## config.mk

```make
export PLATFORM = sky130hd
export DESIGN_NAME = audio_sample_fifo_flat
export DESIGN_NICKNAME = d
export VERILOG_FILES = /design/src/rtl/audio_sample_fifo_if.sv /design/src/rtl/audio_sample_fifo.sv /design/src/flat_wrapper.sv
export SDC_FILE = /design/constraint.sdc
export NUM_CORES = 1
export LEC_CHECK = 0
export ABC_AREA = 1
export CAP_MARGIN = 20
export CORE_MARGIN = 1.5
export CORE_UTILIZATION = 61
export DETAILED_ROUTE_END_ITERATION = 8
export GPL_TIMING_DRIVEN = 0
export PLACE_DENSITY = 0.83
export SYNTH_ARGS = -nofsm -noshare
export SYNTH_HDL_FRONTEND = slang
export SYNTH_SLANG_ARGS = --single-unit
```

## constraint.sdc

```tcl
create_clock -name clk -period 6.27 [get_ports clk]
set_input_delay 0.9405 -clock clk [delete_from_list [all_inputs] [get_ports clk]]
set_output_delay 0.9405 -clock clk [all_outputs]
set_load 0.01 [all_outputs]
```

## src/rtl/audio_sample_fifo_if.sv

```systemverilog
// Producer/consumer bundle for the stereo audio sample FIFO.
// The FIFO takes the slave view; the driving agent takes the master view.
interface audio_sample_fifo_if #(
  parameter int unsigned DEPTH = 8,
  parameter int unsigned WIDTH = 16
);
  localparam int unsigned LvlW = $clog2(DEPTH) + 1;

  logic             enable;
  logic             audio_stb;
  logic [WIDTH-1:0] in_left;
  logic [WIDTH-1:0] in_right;
  logic             out_ready;
  logic             clear_ovf;
  logic             out_valid;
  logic [WIDTH-1:0] out_left;
  logic [WIDTH-1:0] out_right;
  logic [LvlW-1:0]  level;
  logic             overflow;
  logic [7:0]       drop_cnt;

  modport master (
    output enable, audio_stb, in_left, in_right, out_ready, clear_ovf,
    input  out_valid, out_left, out_right, level, overflow, drop_cnt
  );

  modport slave (
    input  enable, audio_stb, in_left, in_right, out_ready, clear_ovf,
    output out_valid, out_left, out_right, level, overflow, drop_cnt
  );
endinterface

```

## src/rtl/audio_sample_fifo.sv

```systemverilog
// Stereo sample FIFO between the sample-rate strobe and the HDMI audio packet builder.
// Drops new samples when full (unless a pop frees a slot), with sticky overflow and drop count.
module audio_sample_fifo #(
  parameter int unsigned DEPTH = 8,
  parameter int unsigned WIDTH = 16
) (
  input logic               clk,
  input logic               reset,
  audio_sample_fifo_if.slave bus
);
  localparam int unsigned PtrW = $clog2(DEPTH);
  localparam int unsigned LvlW = PtrW + 1;
  localparam logic [LvlW-1:0] FullLvl = LvlW'(DEPTH);

  logic [2*WIDTH-1:0] mem_q [DEPTH];
  logic [PtrW-1:0]    wr_ptr_q, wr_ptr_d;
  logic [PtrW-1:0]    rd_ptr_q, rd_ptr_d;
  logic [LvlW-1:0]    level_q, level_d;
  logic               out_valid_q, out_valid_d;
  logic               overflow_q, overflow_d;
  logic [7:0]         drop_cnt_q, drop_cnt_d;
  logic               full, push, pop, drop;
  logic [2*WIDTH-1:0] head;

  always_comb begin
    full = (level_q == FullLvl);
    pop  = out_valid_q & bus.out_ready;
    // A pop in the same cycle frees the slot, so a full FIFO still accepts the sample.
    push = bus.enable & bus.audio_stb & (~full | pop);
    drop = bus.enable & bus.audio_stb & full & ~pop;

    wr_ptr_d = push ? wr_ptr_q + PtrW'(1) : wr_ptr_q;
    rd_ptr_d = pop  ? rd_ptr_q + PtrW'(1) : rd_ptr_q;

    level_d = level_q;
    unique case ({push, pop})
      2'b10:   level_d = level_q + LvlW'(1);
      2'b01:   level_d = level_q - LvlW'(1);
      default: level_d = level_q;
    endcase
    out_valid_d = (level_d != '0);

    overflow_d = overflow_q;
    drop_cnt_d = drop_cnt_q;
    if (bus.clear_ovf) begin
      overflow_d = 1'b0;
      drop_cnt_d = '0;
    end
    // A drop coincident with a clear counts as the first drop after the clear.
    if (drop) begin
      overflow_d = 1'b1;
      if (bus.clear_ovf) begin
        drop_cnt_d = 8'd1;
      end else if (drop_cnt_q != 8'hFF) begin
        drop_cnt_d = drop_cnt_q + 8'd1;
      end
    end
  end

  always_ff @(posedge clk or posedge reset) begin
    if (reset) begin
      wr_ptr_q    <= '0;
      rd_ptr_q    <= '0;
      level_q     <= '0;
      out_valid_q <= 1'b0;
      overflow_q  <= 1'b0;
      drop_cnt_q  <= '0;
    end else begin
      wr_ptr_q    <= wr_ptr_d;
      rd_ptr_q    <= rd_ptr_d;
      level_q     <= level_d;
      out_valid_q <= out_valid_d;
      overflow_q  <= overflow_d;
      drop_cnt_q  <= drop_cnt_d;
    end
  end

  // Storage is deliberately not reset; outputs are gated by out_valid instead.
  always_ff @(posedge clk) begin
    if (push) begin
      mem_q[wr_ptr_q] <= {bus.in_left, bus.in_right};
    end
  end

  assign head          = mem_q[rd_ptr_q];
  assign bus.out_valid = out_valid_q;
  assign bus.out_left  = out_valid_q ? head[2*WIDTH-1:WIDTH] : '0;
  assign bus.out_right = out_valid_q ? head[WIDTH-1:0] : '0;
  assign bus.level     = level_q;
  assign bus.overflow  = overflow_q;
  assign bus.drop_cnt  = drop_cnt_q;
endmodule

```

## src/flat_wrapper.sv

```systemverilog
// flat-port wrapper written by rule: the top's interface ports become plain ports
module audio_sample_fifo_flat 
#(
  parameter int unsigned DEPTH = 8,
  parameter int unsigned WIDTH = 16
)
  (clk, reset, bus_enable, bus_audio_stb, bus_in_left, bus_in_right, bus_out_ready, bus_clear_ovf, bus_out_valid, bus_out_left, bus_out_right, bus_level, bus_overflow, bus_drop_cnt);
  audio_sample_fifo_if #(.DEPTH(DEPTH), .WIDTH(WIDTH)) bus_i ();
  input logic clk;
  input logic reset;
  input wire logic [$bits(bus_i.enable)-1:0] bus_enable;
  input wire logic [$bits(bus_i.audio_stb)-1:0] bus_audio_stb;
  input wire logic [$bits(bus_i.in_left)-1:0] bus_in_left;
  input wire logic [$bits(bus_i.in_right)-1:0] bus_in_right;
  input wire logic [$bits(bus_i.out_ready)-1:0] bus_out_ready;
  input wire logic [$bits(bus_i.clear_ovf)-1:0] bus_clear_ovf;
  output wire logic [$bits(bus_i.out_valid)-1:0] bus_out_valid;
  output wire logic [$bits(bus_i.out_left)-1:0] bus_out_left;
  output wire logic [$bits(bus_i.out_right)-1:0] bus_out_right;
  output wire logic [$bits(bus_i.level)-1:0] bus_level;
  output wire logic [$bits(bus_i.overflow)-1:0] bus_overflow;
  output wire logic [$bits(bus_i.drop_cnt)-1:0] bus_drop_cnt;
  assign bus_i.enable = bus_enable;
  assign bus_i.audio_stb = bus_audio_stb;
  assign bus_i.in_left = bus_in_left;
  assign bus_i.in_right = bus_in_right;
  assign bus_i.out_ready = bus_out_ready;
  assign bus_i.clear_ovf = bus_clear_ovf;
  assign bus_out_valid = bus_i.out_valid;
  assign bus_out_left = bus_i.out_left;
  assign bus_out_right = bus_i.out_right;
  assign bus_level = bus_i.level;
  assign bus_overflow = bus_i.overflow;
  assign bus_drop_cnt = bus_i.drop_cnt;
  audio_sample_fifo #(.DEPTH(DEPTH), .WIDTH(WIDTH)) u_core (.clk(clk), .reset(reset), .bus(bus_i));
endmodule
```

==> flow_metrics.env <==
export IMPL_dp_cells=1196
export IMPL_nNetsFinal=1039
export IMPL_core_mm2=0.0180
export IMPL_avgRoutedWirePerCell_um=21.7
export IMPL_p_leak_nw=4.60
export IMPL_dp_hpwl_um=16700
export IMPL_yosys_cell_types_count=33
export IMPL_yosysSeqAreaShare=0.732
export IMPL_grt_pass1_vias=7681
export IMPL_diodes=0
export IMPL_fin_hold_ws_ps=494
export IMPL_fin_crit_ps=4100
export IMPL_final_setup_viol_count=0
export IMPL_min_path_type="reg2reg"
export IMPL_post_cts_buffers=0
export IMPL_fin_tns_setup_ps=0
export IMPL_arrival_ps=3160
export IMPL_placementRows=49
export IMPL_dr_pass1_iters=6
export IMPL_numCtsBuffers=28
export IMPL_maxCapViolCount=0
export IMPL_grt_overflow=0
export IMPL_layout_drive_gt1_share=0.0923
export IMPL_clock_skew_ps=9.10
export IMPL_ys_ff_latch=276
export IMPL_powerDensity_mw_per_mm2=472
export IMPL_holdPathEnd="u_core.bus.overflow"
export IMPL_critPathCaptureType="primary output"
export IMPL_dieArea_mm2=0.0192
export IMPL_fin_crit_sh=0.654
export IMPL_mostFrequentLayoutCell="nor2_1"
export IMPL_yosysTopAreaCell="edfxtp_1"
export IMPL_worst_r2r_endpoint="u_core.mem_q[0][22]"
export IMPL_layout_common_cells="261 x nor2_1, 256 x edfxtp_1, 85 x o21ai_0, 83 x clkdlybuf4s50_1, 64 x o32ai_1"
export IMPL_yosysWarnings=0
export IMPL_reg2reg_setup_slack_ps=3720
export IMPL_crit_fanout=10
export IMPL_hold_start="u_core.bus.overflow"
export IMPL_worstSetupStartpointType="register"
export IMPL_maxSlewHeadroom=0.457
export IMPL_route_detailed_drc=0
export IMPL_total_power_w=0.00634
export IMPL_antenna_found_initial=0
export IMPL_wl_um=27100
export IMPL_die_h_um=138
export IMPL_netlist_area_mm2=0.0112
export IMPL_die_x_um=138
export IMPL_cpPeakStageDelay_ps=610
export IMPL_path_class="reg2out"
export IMPL_clkSinkCount=276
export IMPL_rsz0062_at_grt="false"
export IMPL_grt_pass1_wl_um=41600
export IMPL_syn_avg_cell_area_um2=12.8
export IMPL_worst_endpoint_required_ps=5330
export IMPL_path_clk_slew_ps=60
export IMPL_r2r_cells=8
export IMPL_worst_path_max_delay_cell="clkdlybuf4s50_1"
export IMPL_min_path_cells=2
export IMPL_hold_viol_final=0
export IMPL_cp_cell_sequence="buf_2 > clkbuf_1 > o21ai_0 > o32ai_1 > nor2_1 > nor2_1 > clkdlybuf4s50_1"
export IMPL_clk_latency_ps=530
export IMPL_postSynthCellCount=876
export IMPL_max_freq_mhz=244
export IMPL_vias_per_cell=6.25
export IMPL_syn_nets=918
export IMPL_first_iter_violations=1088
export IMPL_gp_congestion=0.860
export IMPL_pin_count=84
export IMPL_cts_htree_levels=1
export IMPL_port_buffers=83
export IMPL_slew_violations=0
export IMPL_cts_hold_buf=0
export IMPL_grt_usage=0.281
export IMPL_tightest_slew_ps=813
export IMPL_rr_startpoint="u_core.bus.out_valid"
export IMPL_postRouteAntennaNets=0
export IMPL_route_vias_total=7792
export IMPL_finalNonFillerCells=1247
export IMPL_vdd_drop_max_uv=302
export IMPL_status="finished clean"
export IMPL_area_growth_pct=20.1
export IMPL_start_util=0.623
export IMPL_path_common_cell="nor2_1"
export IMPL_grt_max_degree=29
export IMPL_clockBufferDepth=3
export IMPL_synthTopCellsByArea="edfxtp_1 69%, nor2_1 8.9%, o32ai_1 5.0%"
export IMPL_clockRootBuffer="clkbuf_16"
export IMPL_post_cts_resized=0
export IMPL_synth_top_area_frac=0.687
export IMPL_worstSetupStartpoint="u_core.rd_ptr_q[1]"
export IMPL_tritoncts="done"
[report_power, final]
part           leakage (nW)  switching, W  internal [W]  total, W
Clock                 0.429      0.000646      0.000951   0.00160
Sequential             2.56     0.0000681       0.00217   0.00224
Combinational          1.61       0.00153      0.000977   0.00251
Total                  4.60       0.00224       0.00410   0.00634
[stage by stage]
stage	util	cell area (um2)	worst slack, ps
3_5_place_dp	0.699	12600	2890
3_3_place_gp	0.685	12300	1270
5_1_grt	0.748	13400	2110
4_1_cts	0.748	13400	2270
6_report	0.748	13400	2170
2_1_floorplan	-	11200	3050
[worst max-delay path by stage]
stage | end | slack (ps) | cells after the start
detailed placement | u_core.mem_q[0][14] | 2890 | 9
floorplan | u_core.mem_q[1][0] | 3050 | 6
CTS | bus_out_right[0] | 2270 | 7
finish | bus_out_right[0] | 2170 | 7
global route | bus_out_right[0] | 2110 | 7
global placement | u_core.mem_q[1][14] | 1270 | 7
[Yosys cell counts (all sizes together)]
library cell,count
a21oi,3
ha,4
or2,1
o311ai,1
o211ai,1
clkbuf,26
nor2,274
o31ai,1
dfrtp,20
a41oi,1
nor3b,1
nor3,1
nand4,2
o32ai,64
edfxtp,256
nand2,41
inv,26
o21ai,104
a31oi,1
a31o,1
xor2,6
nand3,15
buf,26
[cells by family (layout without fill, tap and decap cells)]
kind of cell / Yosys count / in the layout / synth area share
xor+xnor: 6 / 6 / 0.00470
buf+inv: 78 / 220 / 0.0351
compound gates: 177 / 177 / 0.102
fa+ha+maj: 4 / 4 / 0.00447
flops: 276 / 276 / 0.732
simple gates: 335 / 335 / 0.122
[per-layer routing]
| metal | vias to the layer above | routed length [um] | track usage |
|---|---|---|---|
| met4 | 0 | 787 | 0.115 |
| met2 | 523 | 13600 | 0.471 |
| met3 | 86 | 2510 | 0.0357 |
| li1 | 3430 | - | - |
| met1 | 3753 | 10200 | 0.379 |
| met5 | - | 0 | 0 |
[worst max-delay path, delay by kind of cell, from the launching register on]
family | cells | cell delay, ps
buffers and inverters | 3 | 1410
flip-flops | 1 | 390
AND/OR/NAND/NOR | 2 | 410
AO/OA/AOI/OAI | 2 | 430
[layout make-up]
type | instances | area (um2)
well taps | 229 | 287
inverters | 26 | 103
plain buffers | 52 | 290
fillers | 1104 | 4530
flip-flops and latches | 276 | 8190
clock buffers | 42 | 795
clock inverters | 9 | 88.8
repair buffers | 91 | 1030
multi-input cells | 522 | 2660
[flip-flops by register name, indices dropped and copies added, names as in the netlist]
name and count:
u_core.bus.drop_cnt 8, u_core.mem_q 256, u_core.bus.overflow 1, u_core.rd_ptr_q 3, u_core.bus.level 4, u_core.bus.out_valid 1, u_core.wr_ptr_q 3
(Power assumes the default switching activity.)
